==> src/rtl/issue_ctrl_pkg.sv <==
// Shared definitions for the issue scheduler: default back-end sizes,
// tag width and the scheduler FSM state encoding.
package issue_ctrl_pkg;

  localparam int unsigned ROB_SIZE_DEF = 16;
  localparam int unsigned RS_SIZE_DEF  = 16;
  localparam int unsigned LSB_SIZE_DEF = 16;
  localparam int unsigned TAG_W_DEF    = 5;

  // Tag 0 is reserved to mean "no dependency"; real ROB tags are 1..ROB_SIZE.
  localparam logic [TAG_W_DEF-1:0] TAG_NULL = '0;

  typedef enum logic {
    ST_RUN   = 1'b0,
    ST_FLUSH = 1'b1
  } state_e;

endpackage

==> src/rtl/issue_ctrl_slot_counter.sv <==
// slot_counter: saturating up/down occupancy counter for one back-end
// resource (ROB, RS or LSB).
//   clk, rst : clock, synchronous active-high reset
//   en       : global ready; low holds the count
//   clr      : clear to zero (flush), wins over inc/dec
//   inc, dec : one slot allocated / freed this cycle
//   full     : count == DEPTH (registered)
//   empty    : count == 0     (registered)
module slot_counter #(
  parameter int unsigned DEPTH = 16,
  parameter int unsigned CNT_W = $clog2(DEPTH + 1)
) (
  input  logic clk,
  input  logic rst,
  input  logic en,
  input  logic clr,
  input  logic inc,
  input  logic dec,
  output logic full,
  output logic empty
);

  logic [CNT_W-1:0] cnt_q, cnt_d;
  logic             inc_eff, dec_eff;

  assign full    = (cnt_q == CNT_W'(DEPTH));
  assign empty   = (cnt_q == '0);
  assign inc_eff = inc & ~full;
  assign dec_eff = dec & ~empty;

  always_comb begin
    cnt_d = cnt_q;
    if (en) begin
      if (clr) begin
        cnt_d = '0;
      end else begin
        case ({inc_eff, dec_eff})
          2'b10:   cnt_d = cnt_q + CNT_W'(1);
          2'b01:   cnt_d = cnt_q - CNT_W'(1);
          default: cnt_d = cnt_q;
        endcase
      end
    end
  end

  always_ff @(posedge clk) begin
    if (rst) cnt_q <= '0;
    else     cnt_q <= cnt_d;
  end

endmodule

==> src/rtl/issue_ctrl.sv <==
// issue_ctrl: decides each cycle whether the decoded head instruction may
// issue, pops the instruction queue, hands out ROB tags and tracks
// ROB/RS/LSB occupancy; recovers from flush via a one-cycle FLUSH state.
//   rdy          : global ready, low freezes everything
//   iq_empty     : instruction queue empty
//   id_valid     : decoder holds a legal instruction
//   id_is_ls     : instruction targets the LSB (else RS)
//   rob_commit   : ROB retired its head
//   rs_release   : one RS slot freed
//   lsb_release  : one LSB slot freed
//   flush        : discard all speculative state
//   iq_pop       : dequeue IQ head (same as issue_valid)
//   issue_valid  : dispatch current instruction
//   issue_to_lsb : dispatch target is the LSB
//   issue_tag    : ROB tag for the issuing instruction (rob_tail + 1)
//   rob_full     : registered ROB occupancy at capacity
//   stall        : instruction present but not issued
module issue_ctrl
  import issue_ctrl_pkg::*;
#(
  parameter int unsigned ROB_SIZE = ROB_SIZE_DEF,
  parameter int unsigned RS_SIZE  = RS_SIZE_DEF,
  parameter int unsigned LSB_SIZE = LSB_SIZE_DEF,
  parameter int unsigned TAG_W    = TAG_W_DEF
) (
  input  logic             clk,
  input  logic             rst,
  input  logic             rdy,
  input  logic             iq_empty,
  input  logic             id_valid,
  input  logic             id_is_ls,
  input  logic             rob_commit,
  input  logic             rs_release,
  input  logic             lsb_release,
  input  logic             flush,
  output logic             iq_pop,
  output logic             issue_valid,
  output logic             issue_to_lsb,
  output logic [TAG_W-1:0] issue_tag,
  output logic             rob_full,
  output logic             stall
);

  localparam int unsigned PTR_W = $clog2(ROB_SIZE);

  state_e           state_q, state_d;
  logic [PTR_W-1:0] rob_head_q, rob_head_d;
  logic [PTR_W-1:0] rob_tail_q, rob_tail_d;

  logic rob_full_w, rob_empty, rs_full, rs_empty, lsb_full, lsb_empty;
  logic run, can_issue, commit_eff, rs_dec, lsb_dec;

  function automatic logic [PTR_W-1:0] ptr_inc(input logic [PTR_W-1:0] p);
    return (p == PTR_W'(ROB_SIZE - 1)) ? '0 : p + PTR_W'(1);
  endfunction

  assign run = (state_q == ST_RUN);

  // Capacity uses registered counts only, so a same-cycle release never
  // unblocks a full resource.
  assign can_issue = rdy & run & ~flush & ~iq_empty & id_valid & ~rob_full_w &
                     (id_is_ls ? ~lsb_full : ~rs_full);

  // Commits/releases are dropped in FLUSH and when the resource is already
  // empty, keeping head pointer and counts consistent.
  assign commit_eff = rdy & run & rob_commit & ~rob_empty;
  assign rs_dec     = rdy & run & rs_release & ~rs_empty;
  assign lsb_dec    = rdy & run & lsb_release & ~lsb_empty;

  assign iq_pop       = can_issue;
  assign issue_valid  = can_issue;
  assign issue_to_lsb = can_issue & id_is_ls;
  assign issue_tag    = TAG_W'(rob_tail_q) + TAG_W'(1);
  assign rob_full     = rob_full_w;
  assign stall        = rdy & ~iq_empty & id_valid & ~can_issue;

  always_comb begin
    state_d    = state_q;
    rob_head_d = rob_head_q;
    rob_tail_d = rob_tail_q;
    if (rdy) begin
      state_d = flush ? ST_FLUSH : ST_RUN;
      if (commit_eff) rob_head_d = ptr_inc(rob_head_q);
      // On flush the ROB empties: tail collapses onto the post-commit head.
      if (flush)          rob_tail_d = rob_head_d;
      else if (can_issue) rob_tail_d = ptr_inc(rob_tail_q);
    end
  end

  always_ff @(posedge clk) begin
    if (rst) begin
      state_q    <= ST_RUN;
      rob_head_q <= '0;
      rob_tail_q <= '0;
    end else begin
      state_q    <= state_d;
      rob_head_q <= rob_head_d;
      rob_tail_q <= rob_tail_d;
    end
  end

  slot_counter #(.DEPTH(ROB_SIZE)) u_rob_cnt (
    .clk(clk), .rst(rst), .en(rdy), .clr(flush),
    .inc(can_issue), .dec(commit_eff),
    .full(rob_full_w), .empty(rob_empty)
  );

  slot_counter #(.DEPTH(RS_SIZE)) u_rs_cnt (
    .clk(clk), .rst(rst), .en(rdy), .clr(flush),
    .inc(can_issue & ~id_is_ls), .dec(rs_dec),
    .full(rs_full), .empty(rs_empty)
  );

  slot_counter #(.DEPTH(LSB_SIZE)) u_lsb_cnt (
    .clk(clk), .rst(rst), .en(rdy), .clr(flush),
    .inc(can_issue & id_is_ls), .dec(lsb_dec),
    .full(lsb_full), .empty(lsb_empty)
  );

endmodule

==> config.mk <==
export PLATFORM = sky130hd
export DESIGN_NAME = issue_ctrl
export DESIGN_NICKNAME = d
export VERILOG_FILES = /design/src/rtl/issue_ctrl_pkg.sv /design/src/rtl/issue_ctrl_slot_counter.sv /design/src/rtl/issue_ctrl.sv
export SDC_FILE = /design/constraint.sdc
export NUM_CORES = 1
export LEC_CHECK = 0
export ABC_CLOCK_PERIOD_IN_PS = 4100
export BUFFER_PORTS_ARGS = -buffer_cell sky130_fd_sc_hd__clkbuf_2
export CORE_AREA = 2 2 62 64
export DETAILED_ROUTE_END_ITERATION = 7
export DIE_AREA = 0 0 64 66
export HOLD_SLACK_MARGIN = 0.15
export MAX_ROUTING_LAYER = met4
export PLACE_DENSITY = 0.89
export SYNTH_ARGS = -nofsm -noshare
export SYNTH_HDL_FRONTEND = slang
export SYNTH_SLANG_ARGS = --single-unit
==> constraint.sdc <==
create_clock -name clk -period 4.1 [get_ports clk]
set_input_delay 0.82 -clock clk [delete_from_list [all_inputs] [get_ports clk]]
set_output_delay 0.82 -clock clk [all_outputs]
set_load 0.02 [all_outputs]
# Word level (Yosys, flattened, before mapping)
# Index checks and enable logic that the tools add are counted.
# totals
regBits,24
in_bits,10
output_inout_bits,10
word_cells,84
# classes
n_addsub,9
eq_ne,11
muxes,13
n_bitwise,34
n_reduce_logical,11
# ops
op,count
5-bit one-hot mux with 2 select lines,3
1-bit AND,23
4-bit two-way mux,5
5-bit by 1-bit adder with 5-bit output (second input constant),3
5-bit equality test (second input constant),3
5-bit logical NOT,3
5-bit two-way mux,3
5-bit by 1-bit subtractor with 5-bit output (second input constant),3
1-bit inverter,11
3-bit nonzero test,3
4-bit by 1-bit adder with 4-bit output (second input constant),2
4-bit equality test (second input constant),2
2-bit AND reduction,4
2-bit by 1-bit equality test with 1-bit output (second input constant),3
2-bit equality test (second input constant),3
4-bit by 1-bit adder with 5-bit output (second input constant),1
1-bit two-way mux,2
2-bit nonzero test,1

# Depth between registers and ports, before layout
# Gate-level depths: netlist of the first run.
# logic_depth
ltp_word,12
depth_mapped,12
depth_no_buf,10

# Cells and area by module
# Synthesis of the first run repeated with hierarchy kept, for this count alone.
# unflattened
cells_unflattened,234
hier_area_um2,1909.3
# modules_own_cells
module,instances,cells_each,area_each_um2,seq_area_each_um2
slot_counter,3,57,449.2,100.1
issue_ctrl,1,63,561.8,180.2

# Worst setup path before layout of the first run
# No wires, ideal clock.
# synth_path
path_kind,input to register
from,input rdy
to,register u_rob_cnt.cnt_q[4]
setup_ns,0.070
arrival_ns,3.503
required_ns,4.030
path_slack_ns,0.526
stages,12
n_path_buf,2
cell_sequence,clkbuf_1 > nand2b_1 > a2111o_1 > clkbuf_1 > o21ai_2 > inv_1 > ha_1 > nor2b_1 > o21ai_0 > a2111o_1 > a211o_1 > a21oi_1
# synth_between
elab_chain_cells,10
elab_cells_between_ends,16
cone_classes,2 x eq/ne; 2 x mux; 10 x bitwise; 2 x reduce/logical
# synth_lines
item,line_no,source
start: declaration,issue_ctrl.sv:28,"input logic rdy,"
1-bit AND,"issue_ctrl.sv:61, issue_ctrl.sv:66",
1-bit AND (5 in a row),issue_ctrl.sv:61,assign can_issue = rdy & run & ~flush & ~iq_empty & id_valid & ~rob_full_w &
1-bit AND,issue_ctrl_slot_counter.sv:28,assign inc_eff = inc & ~full;
2-bit by 1-bit equality test with 1-bit output / 2-bit equality test (equally long branches),issue_ctrl_slot_counter.sv:37,"case ({inc_eff, dec_eff})"
5-bit one-hot mux with 2 select lines / 3-bit nonzero test (equally long branches),n/a,
5-bit two-way mux / 2-bit AND reduction (equally long branches),n/a,
end signal: assignment,issue_ctrl_slot_counter.sv:48,else cnt_q <= cnt_d;
end: declaration,issue_ctrl_slot_counter.sv:23,"logic [CNT_W-1:0] cnt_q, cnt_d;"
# Several ways; a longest one is shown, not always the timed one.
# A chain may end at the register's enable or synchronous reset.

# Final worst setup path of the first run
# layout_path
from,input iq_empty
to,register u_rs_cnt.cnt_q[4]
# layout_between
elab_chain_cells,10
elab_cells_between_ends,13
cone_classes,2 x eq/ne; 2 x mux; 7 x bitwise; 2 x reduce/logical
# layout_lines
item,line_no,source
start: declaration,issue_ctrl.sv:29,"input logic iq_empty,"
1-bit inverter *,issue_ctrl.sv:61,
1-bit AND * (4 in a row),issue_ctrl.sv:61,
1-bit AND *,issue_ctrl.sv:110,".inc(can_issue & ~id_is_ls), .dec(rs_dec),"
1-bit AND *,issue_ctrl_slot_counter.sv:28,
2-bit by 1-bit equality test with 1-bit output / 2-bit equality test (equally long branches),issue_ctrl_slot_counter.sv:37,
5-bit one-hot mux with 2 select lines / 3-bit nonzero test (equally long branches),n/a,
5-bit two-way mux / 2-bit AND reduction (equally long branches),n/a,
end signal: assignment,issue_ctrl_slot_counter.sv:48,
end: declaration,issue_ctrl_slot_counter.sv:23,
# Mark *: on every way between the ends. The rest lies on a longest branch, timed or not.

==> results.py, run 1 <==
metrics = {
    "critical_path": {
        "timing_worst_setup_path_type": "input port to flop",
        "cp-end-kind": "flop",
        "critPathSlowestCell": "a2111o_1",
        "r2r-start": "u_rob_cnt.cnt_q[0]",
        "path_buf_inv": 2,
        "cp_cell_sequence": "clkbuf_2 > nand2b_1 > a2111o_1 > o21ai_0 > inv_1 > ha_1 > nor2b_1 > o21ai_0 > a2111oi_0 > nand3_1 > o311ai_0",
        "rrSetupSlack_ns": 0.62,
        "r2r-end": "u_rs_cnt.cnt_q[4]",
        "startpoint_type": "input port",
        "max_stage_delay_ns": 0.55,
        "path_max_fanout": 12,
        "worst_path_dominant_cell_family": "compound AO/OA/AOI/OAI gates",
        "cp.required_ns": 4.33,
        "arrival_ns": 3.76,
        "crit_path_frequent_cell": "o21ai_0",
        "worstRegToRegCells": 10,
    },
    "die": {
        "die_h_um": 66,
        "coreArea_um2": 3550,
        "ios": 20,
        "die-area_um2": 4220,
        "num_rows": 22,
        "die_w_um": 64,
        "start_util": 0.562,
    },
    "worst_hold_path": {
        "hold_path_end": "state_q",
        "hp-start": "state_q",
        "min_path_type": "flop to flop",
        "min_path_cells": 2,
    },
    "logic_synthesis": {
        "yosys-top-cells-count": "dfxtp_1, inv_1, nor2_1",
        "ys_top_cells_by_area": "dfxtp_1, ha_1, o211ai_1",
        "synth_top_flop_cell": "dfxtp_1",
        "synth-edff-count": 0,
        "avgSynthCellArea_um2": 8.05,
        "yosysMostFrequentCell": "dfxtp_1",
        "yosysTopAreaCell": "dfxtp_1",
        "yosys_register_bits": 24,
        "yosysSeqAreaShare": 0.241,
        "synth_top_area_share": 0.241,
        "synthCells": 248,
        "synth_cell_types": 57,
        "yosysWarningCount": 0,
        "synth_area_um2": 2000,
        "syn_nets": 272,
        "synth_async_sr_flop_share": 0,
    },
    "clocking": {
        "cts.sinks": 24,
        "worstSkewPairLatency_ns": 0.33,
        "cts_root_buf": "clkbuf_4",
        "cts_resized": 0,
        "ctsHoldBuffers": 0,
        "clock_path_buffers": 2,
        "cts_max_level": 1,
        "cts_setup_buffers": 0,
        "cts_buffers": 3,
        "clk_pin_slew_ns": 0.15,
        "tritoncts": "yes",
    },
    "routing": {
        "wl_met2_um": 2330,
        "top_layer": "met4",
        "wl_met3_um": 358,
        "vias_per_cell": 6.53,
        "detail_route.wl_per_cell_um": 16.0,
        "drt-initial-drc-count": 191,
        "antenna_left": 0,
        "wl_met1_um": 2180,
        "drt-total-wl_um": 4960,
        "num_vias": 2030,
        "post-route-drc-count": 0,
        "drtPass1Iterations": 5,
    },
    "final_layout": {
        "regArea_um2": 480,
        "diodes": 0,
        "drive_gt1_frac": 0.137,
        "syn_to_final_growth_pct": 9.21,
        "nets": 288,
        "final_util": 0.614,
        "multiInputGateArea_um2": 1390,
        "fill_cells": 312,
    },
    "timing": {
        "post-route-min-period_ns": 3.53,
        "max_slew_margin": 0.522,
        "rsz0062_at_grt": "no",
        "hold_viol": 0,
        "tightestPinTransition_ns": 0.698,
        "tns_ns": 0,
        "skew_ns": 0.00579,
        "period_share": 0.861,
        "slew_violations": 0,
        "finalSetupViolCount": 0,
        "fmaxAchievable_mhz": 283,
    },
    "power_and_ir_drop": {
        "leakage_nw": 0.907,
        "seqPwrFrac": 0.490,
        "p_per_area_nw_per_um2": 227,
        "p_sw_mw": 0.133,
        "totalPowerFinal_mw": 0.494,
        "p_sw_frac": 0.270,
        "vdd_drop_max_v": 0.000111,
        "p_int_mw": 0.361,
        "p_clk_frac": 0.366,
        "p_comb_frac": 0.143,
    },
    "grt": {
        "overflow": 0,
        "grt_usage": 0.254,
        "antenna_found_initial": 0,
        "grt_pass1_vias": 1907,
        "grt_max_degree": 24,
        "grt_pass1_wl_um": 8360,
    },
    "job": {
        "cap_violations": 0,
    },
    "place": {
        "portBuffers": 19,
        "gp_congestion": 1.00,
        "place_hpwl_um": 3570,
    },
    "outcome": {
        "outcome": "completed",
    },
}
[layout make-up]
| cell class | count | share of cell area |
|---|---|---|
| Clock inverter | 1 | 0.0138 |
| Timing Repair Buffer | 24 | 0.0608 |
| Multi-Input combinational cell | 193 | 0.636 |
| Tap cell | 48 | 0.0275 |
| Clock buffer | 3 | 0.0103 |
| Inverter | 18 | 0.0310 |
| Sequential cell | 24 | 0.220 |
[registers in the layout, indices dropped and copies added (netlist names)]
signal,cells
rob_head_q,4
u_rs_cnt.cnt_q,5
u_rob_cnt.cnt_q,5
rob_tail_q,4
u_lsb_cnt.cnt_q,5
state_q,1
[power by group through the flow]
stage	clock network (mW)	logic, mW	registers [mW]
after global placement	0	0.0681	0.247
after detailed placement	0	0.0694	0.247
after CTS	0.180	0.0698	0.242
after global routing	0.191	0.0769	0.243
after floorplan	0	0.0482	0.246
final	0.181	0.0708	0.242
[how the worst max path moves through the flow]
stage | from | to | cells after the start
2_1_floorplan | rdy | u_rob_cnt.cnt_q[4] | 12
3_3_place_gp | iq_empty | u_rob_cnt.cnt_q[4] | 11
3_5_place_dp | iq_empty | u_rs_cnt.cnt_q[4] | 11
4_1_cts | iq_empty | u_rs_cnt.cnt_q[4] | 11
5_1_grt | iq_empty | u_rs_cnt.cnt_q[4] | 11
6_report | iq_empty | u_rs_cnt.cnt_q[4] | 11
[kinds of logic after synthesis]
kind of cell    after synthesis  synth area share
flops                        24             0.241
compound gates               82             0.315
simple gates                 86             0.228
buf+inv                      31            0.0677
fa+ha+maj                    14            0.0990
xor+xnor                      8            0.0351
mux                           3            0.0150
[worst reg2reg max path, cell delays in order (launching register included)]
cell and delay, ns:
dfxtp_1 0.40, nor4_1 0.58, a2111o_1 0.51, o21ai_0 0.26
inv_1 0.23, ha_1 0.29, nor2b_1 0.15, o21ai_0 0.39
nand2_1 0.15, mux2i_1 0.14, o311ai_0 0.30
[cell usage in the layout, fill, tap and decap left out, drive strengths merged, types with 5 or more instances in the layout]
master,count
a31oi,6
nand2b,6
nor2,17
xnor2,5
nor2b,8
o21ai,9
ha,11
a21o,5
nand3,7
o211ai,10
inv,18
nand4,7
a21oi,11
clkbuf,22
nor4,6
dfxtp,24
nand2,16
buf,5
[metrics by stage]
| step | cells | cell area, um2 | hold slack, ns | setup slack, ns |
|---|---|---|---|---|
| after floorplan | 248 | 2000 | 0.462 | 0.526 |
| after global placement | 307 | 2130 | 0.490 | 0.487 |
| after detailed placement | 307 | 2130 | 0.497 | 0.307 |
| after CTS | 311 | 2180 | 0.516 | 0.649 |
| after global routing | 311 | 2180 | 0.540 | 0.269 |
| final | 311 | 2180 | 0.522 | 0.569 |
[per-layer routing]
metal,vias to the layer above,GRT usage
li1,981,-
met1,952,0.303
met2,87,0.434
met3,10,0.0307
met4,0,0.106
met5,-,-
(Power assumes the default switching activity.)
==> run 2, diff against run 1 <==
--- a/config.mk
+++ b/config.mk
@@ -5,7 +5,7 @@
 export SDC_FILE = /design/constraint.sdc
 export NUM_CORES = 1
 export LEC_CHECK = 0
-export ABC_CLOCK_PERIOD_IN_PS = 4100
+export ABC_CLOCK_PERIOD_IN_PS = 3700
 export BUFFER_PORTS_ARGS = -buffer_cell sky130_fd_sc_hd__clkbuf_2
 export CORE_AREA = 2 2 62 64
 export DETAILED_ROUTE_END_ITERATION = 7
==> constraint.sdc (replaced) <==
create_clock -name clk -period 3.7 [get_ports clk]
set_input_delay 0.74 -clock clk [delete_from_list [all_inputs] [get_ports clk]]
set_output_delay 0.74 -clock clk [all_outputs]
set_load 0.02 [all_outputs]
==> run 2 against run 1 <==
Against the previous run: critical path depth did not move; largest cell class unchanged; highest routed layer unchanged; flip-flop and latch count unchanged; critical endpoint unchanged; clock-buffer cell count did not move; die area unchanged; critical path type unchanged; largest power group unchanged.
==> results.py, run 2 (synthesis results as in run 1) <==
metrics = {
    "clocking": {
        "cts.sinks": 24,
        "clk_pin_slew_ns": 0.15,
        "worstSkewPairLatency_ns": 0.32,
        "cts_buffers": 3,
        "tritoncts": "yes",
        "cts_root_buf": "clkbuf_4",
        "cts_setup_buffers": 0,
        "cts_resized": 0,
        "ctsHoldBuffers": 0,
        "cts_max_level": 1,
        "clock_path_buffers": 2,
    },
    "critical_path": {
        "cp.required_ns": 3.94,
        "critPathSlowestCell": "a2111o_1",
        "startpoint_type": "input port",
        "cp-end-kind": "flop",
        "cp_cell_sequence": "clkbuf_2 > nand2b_1 > a2111o_1 > o21ai_0 > inv_1 > ha_1 > nor2b_1 > o21ai_0 > a2111oi_0 > nand3_1 > o311ai_0",
        "path_max_fanout": 12,
        "startpoint": "rdy",
        "path_buf_inv": 2,
        "arrival_ns": 3.53,
        "crit_path_frequent_cell": "o21ai_0",
        "worst_path_dominant_cell_family": "compound AO/OA/AOI/OAI gates",
        "timing_worst_setup_path_type": "input port to flop",
        "r2r-start": "u_rs_cnt.cnt_q[1]",
        "max_stage_delay_ns": 0.58,
    },
    "worst_hold_path": {
        "min_path_type": "flop to flop",
        "hp-start": "state_q",
    },
    "timing": {
        "fmaxAchievable_mhz": 304,
        "layout_setup_ws_ns": 0.406,
        "hold_viol": 0,
        "max_slew_margin": 0.568,
        "slew_violations": 0,
        "post-route-min-period_ns": 3.29,
        "rsz0062_at_grt": "no",
        "skew_ns": 0.00106,
        "period_share": 0.890,
        "finalSetupViolCount": 0,
        "tightestPinTransition_ns": 0.642,
        "tns_ns": 0,
    },
    "routing": {
        "drtPass1Iterations": 5,
        "detail_route.wl_per_cell_um": 16.4,
        "vias_per_cell": 6.62,
        "antenna_left": 0,
        "drt-initial-drc-count": 176,
        "num_vias": 2085,
        "post-route-drc-count": 0,
        "drt-total-wl_um": 5180,
    },
    "grt": {
        "grt_usage": 0.267,
        "overflow": 0,
        "grt_max_degree": 24,
        "antenna_found_initial": 0,
        "grt_pass1_wl_um": 8800,
        "grt_pass1_vias": 1958,
    },
    "final_layout": {
        "drive_gt1_frac": 0.150,
        "fill_cells": 313,
        "final_util": 0.623,
        "mostFrequentLayoutCell": "dfxtp_1",
        "top_regs": "u_lsb_cnt.cnt_q x5, u_rob_cnt.cnt_q x5, u_rs_cnt.cnt_q x5",
        "layout_common_cells": "dfxtp_1, clkbuf_2, inv_1, nor2_1, nand2_1",
        "diodes": 0,
        "nets": 292,
        "syn_to_final_growth_pct": 10.7,
    },
    "power_and_ir_drop": {
        "p_per_area_nw_per_um2": 247,
        "vdd_drop_max_v": 0.000179,
        "leakage_nw": 0.925,
    },
    "place": {
        "portBuffers": 19,
        "gp_congestion": 0.963,
        "post-place-ws_ns": 0.119,
        "place_hpwl_um": 3850,
    },
    "die": {
        "ios": 20,
        "die-area_um2": 4220,
        "die_h_um": 66,
        "num_rows": 22,
        "die_w_um": 64,
        "start_util": 0.562,
        "coreArea_um2": 3550,
    },
    "job": {
        "cap_violations": 0,
    },
    "outcome": {
        "outcome": "completed",
    },
}
run 2: power by group:
group	switching (mW)	internal (mW)	total, mW
clock	0.0890	0.110	0.199
combinational	0.0515	0.0283	0.0797
sequential	0.00524	0.263	0.268
run 2: path summary, 6_finish.rpt:
| kind | endpoint | slack (ns) | cells past startpoint |
|---|---|---|---|
| max | u_rs_cnt.cnt_q[4] | 0.41 | 11 |
| min reg2reg | state_q | 0.53 | 2 |
| max reg2reg | u_rob_cnt.cnt_q[4] | 0.45 | 10 |
| min | state_q | 0.53 | 2 |
run 2: tightest hold or removal path: stages, from the launching register on:
cell and delay (ns):
dfxtp_1 0.36, nand2_1 0.07, a21oi_1 0.06
run 2: area by class of cell:
class / instances / area (um2) / area share
multi-input cells: 193 / 1390 / 0.628
flip-flops and latches: 24 / 480 / 0.217
repair buffers: 28 / 163 / 0.0736
inverters: 18 / 67.6 / 0.0306
well taps: 48 / 60.1 / 0.0272
clock inverters: 1 / 30.0 / 0.0136
clock buffers: 3 / 22.5 / 0.0102
run 2: layer usage:
metal	up-vias	GRT usage	share of wire
met5	-	-	0
met4	0	0.0924	0.019
met3	14	0.0307	0.062
met2	99	0.449	0.48
met1	982	0.332	0.44
li1	990	-	-
run 2: metrics by stage:
step	hold WS [ns]	cell area, um2	cells	power [mW]
6_report	0.525	2210	315	0.547
3_5_place_dp	0.505	2160	311	0.352
2_1_floorplan	0.462	2000	248	0.326
4_1_cts	0.524	2210	315	0.547
5_1_grt	0.550	2210	315	0.567
3_3_place_gp	0.480	2160	311	0.350
==> run 3, diff against run 2 <==
==> constraint.sdc (replaced) <==
create_clock -name clk -period 3.7 [get_ports clk]
set_input_delay 0.185 -clock clk [delete_from_list [all_inputs] [get_ports clk]]
set_output_delay 0.185 -clock clk [all_outputs]
set_load 0.02 [all_outputs]
==> run 3 against run 2 <==
Against the previous run: clock skew up 0.0038 ns; fmax down 7.2%; first-iteration DRC count down 2.3%; critical path depth down 1; critical path type is now flop to flop; largest cell class unchanged.
==> results.py, run 3 (synthesis results as in run 1) <==
metrics = {
    "outcome": {
        "outcome": "completed",
    },
    "routing": {
        "detail_route.wl_per_cell_um": 15.7,
        "post-route-drc-count": 0,
        "drt-initial-drc-count": 172,
        "vias_per_cell": 6.53,
        "num_vias": 2019,
        "drt-total-wl_um": 4840,
        "drtPass1Iterations": 5,
        "antenna_left": 0,
    },
    "final_layout": {
        "final_util": 0.610,
        "instances_no_fill": 309,
        "diodes": 0,
        "drive_gt1_frac": 0.130,
        "layout_common_cells": "dfxtp_1, clkbuf_2, inv_1, nor2_1, nand2_1",
        "mostFrequentLayoutCell": "dfxtp_1",
        "syn_to_final_growth_pct": 8.52,
        "nets": 286,
        "top_regs": "u_lsb_cnt.cnt_q x5, u_rob_cnt.cnt_q x5, u_rs_cnt.cnt_q x5",
    },
    "power_and_ir_drop": {
        "totalPowerFinal_mw": 0.545,
        "p_per_area_nw_per_um2": 251,
        "vdd_drop_max_v": 0.000133,
        "leakage_nw": 0.897,
    },
    "grt": {
        "grt_pass1_wl_um": 8230,
        "antenna_found_initial": 0,
        "overflow": 0,
        "grt_usage": 0.251,
        "grt_max_degree": 24,
        "grt_pass1_vias": 1855,
    },
    "timing": {
        "fmaxAchievable_mhz": 282,
        "period_share": 0.959,
        "tns_ns": 0,
        "hold_viol": 0,
        "post-route-min-period_ns": 3.55,
        "tightestPinTransition_ns": 0.623,
        "max_slew_margin": 0.585,
        "skew_ns": 0.00490,
        "slew_violations": 0,
        "rsz0062_at_grt": "no",
        "finalSetupViolCount": 0,
    },
    "critical_path": {
        "crit_path_frequent_cell": "o21ai_0",
        "r2r-start": "u_rob_cnt.cnt_q[0]",
        "critPathSlowestCell": "nor4_1",
        "max_stage_delay_ns": 0.53,
        "cp-end-kind": "flop",
        "cp.required_ns": 3.92,
        "timing_worst_setup_path_type": "flop to flop",
        "path_max_fanout": 12,
        "startpoint_type": "flop",
        "arrival_ns": 3.77,
        "cp_cell_sequence": "nor4_1 > a2111o_1 > o21ai_0 > inv_1 > ha_1 > nor2b_1 > o21ai_0 > nand2_1 > mux2i_1 > o311ai_0",
        "startpoint": "u_rob_cnt.cnt_q[0]",
    },
    "die": {
        "start_util": 0.562,
        "die_h_um": 66,
        "ios": 20,
        "die-area_um2": 4220,
        "die_w_um": 64,
        "coreArea_um2": 3550,
        "num_rows": 22,
    },
    "place": {
        "portBuffers": 19,
        "dp_cells": 305,
        "place_hpwl_um": 3490,
        "gp_congestion": 0.902,
    },
    "worst_hold_path": {
        "min_path_type": "input port to flop",
        "hp-start": "rdy",
    },
    "clocking": {
        "clock_path_buffers": 2,
        "ctsHoldBuffers": 0,
        "tritoncts": "yes",
        "cts_max_level": 1,
        "worstSkewPairLatency_ns": 0.33,
        "clk_pin_slew_ns": 0.15,
        "cts_buffers": 3,
        "cts_setup_buffers": 0,
        "cts.sinks": 24,
        "cts_root_buf": "clkbuf_4",
    },
    "job": {
        "cap_violations": 0,
    },
}
run 3: cell count changes in the layout (fill, tap and decap cells not counted), sizes merged:
cell and change:
buf -6
run 3: cell type report:
cell class              instances  area (um2)
clock buffers                   3        22.5
inverters                      18        67.6
well taps                      48        60.1
clock inverters                 1        30.0
flip-flops and latches         24         480
fillers                       319        1380
multi-input cells             193        1390
repair buffers                 22         118
run 3: report_power, final:
part,internal [mW],switching (mW),leakage (nW),total (mW)
combinational,0.0265,0.0503,0.674,0.0769
clock,0.110,0.0894,0.0279,0.199
sequential,0.263,0.00541,0.194,0.269
run 3: final timing paths:
kind / endpoint / slack (ns) / cells after the start
worst max-delay path: u_rs_cnt.cnt_q[4] / 0.15 / 10
worst min-delay path: state_q / 0.22 / 3
worst max register to register: u_rs_cnt.cnt_q[4] / 0.15 / 10
worst min register to register: state_q / 0.52 / 2
run 3: layer usage:
layer  vias to the layer above  share of wire  GRT usage  routed length (um)
met5                         -              0          -                   0
met4                         0          0.023      0.141                 110
met3                        10          0.070     0.0307                 340
met2                        85           0.46      0.391                2240
met1                       940           0.44      0.318                2150
li1                        984              -          -                   -
run 3: worst max-delay path: cells and delay by family, from the launching register on:
| family | cells | cell delay (ns) |
|---|---|---|
| AOI/OAI and AO/OA | 4 | 1.50 |
| and+or+nand+nor | 3 | 0.82 |
| DFF | 1 | 0.39 |
| adders and majority gates | 1 | 0.32 |
| buffers and inverters | 1 | 0.28 |
| muxes | 1 | 0.13 |
run 3: what timing repair did:
item                       CTS  global route
hold endpoints to repair     0             0
gates resized for setup      0             1
setup endpoints to repair    0             1
run 3: metrics by stage:
step	worst slack, ns	hold WS [ns]	area [um2]
6_report	0.151	0.216	2170
5_1_grt	0.0249	0.217	2170
4_1_cts	0.285	0.199	2170
3_5_place_dp	0.318	0.492	2110
3_3_place_gp	0.477	0.487	2110
2_1_floorplan	0.735	0.409	2000
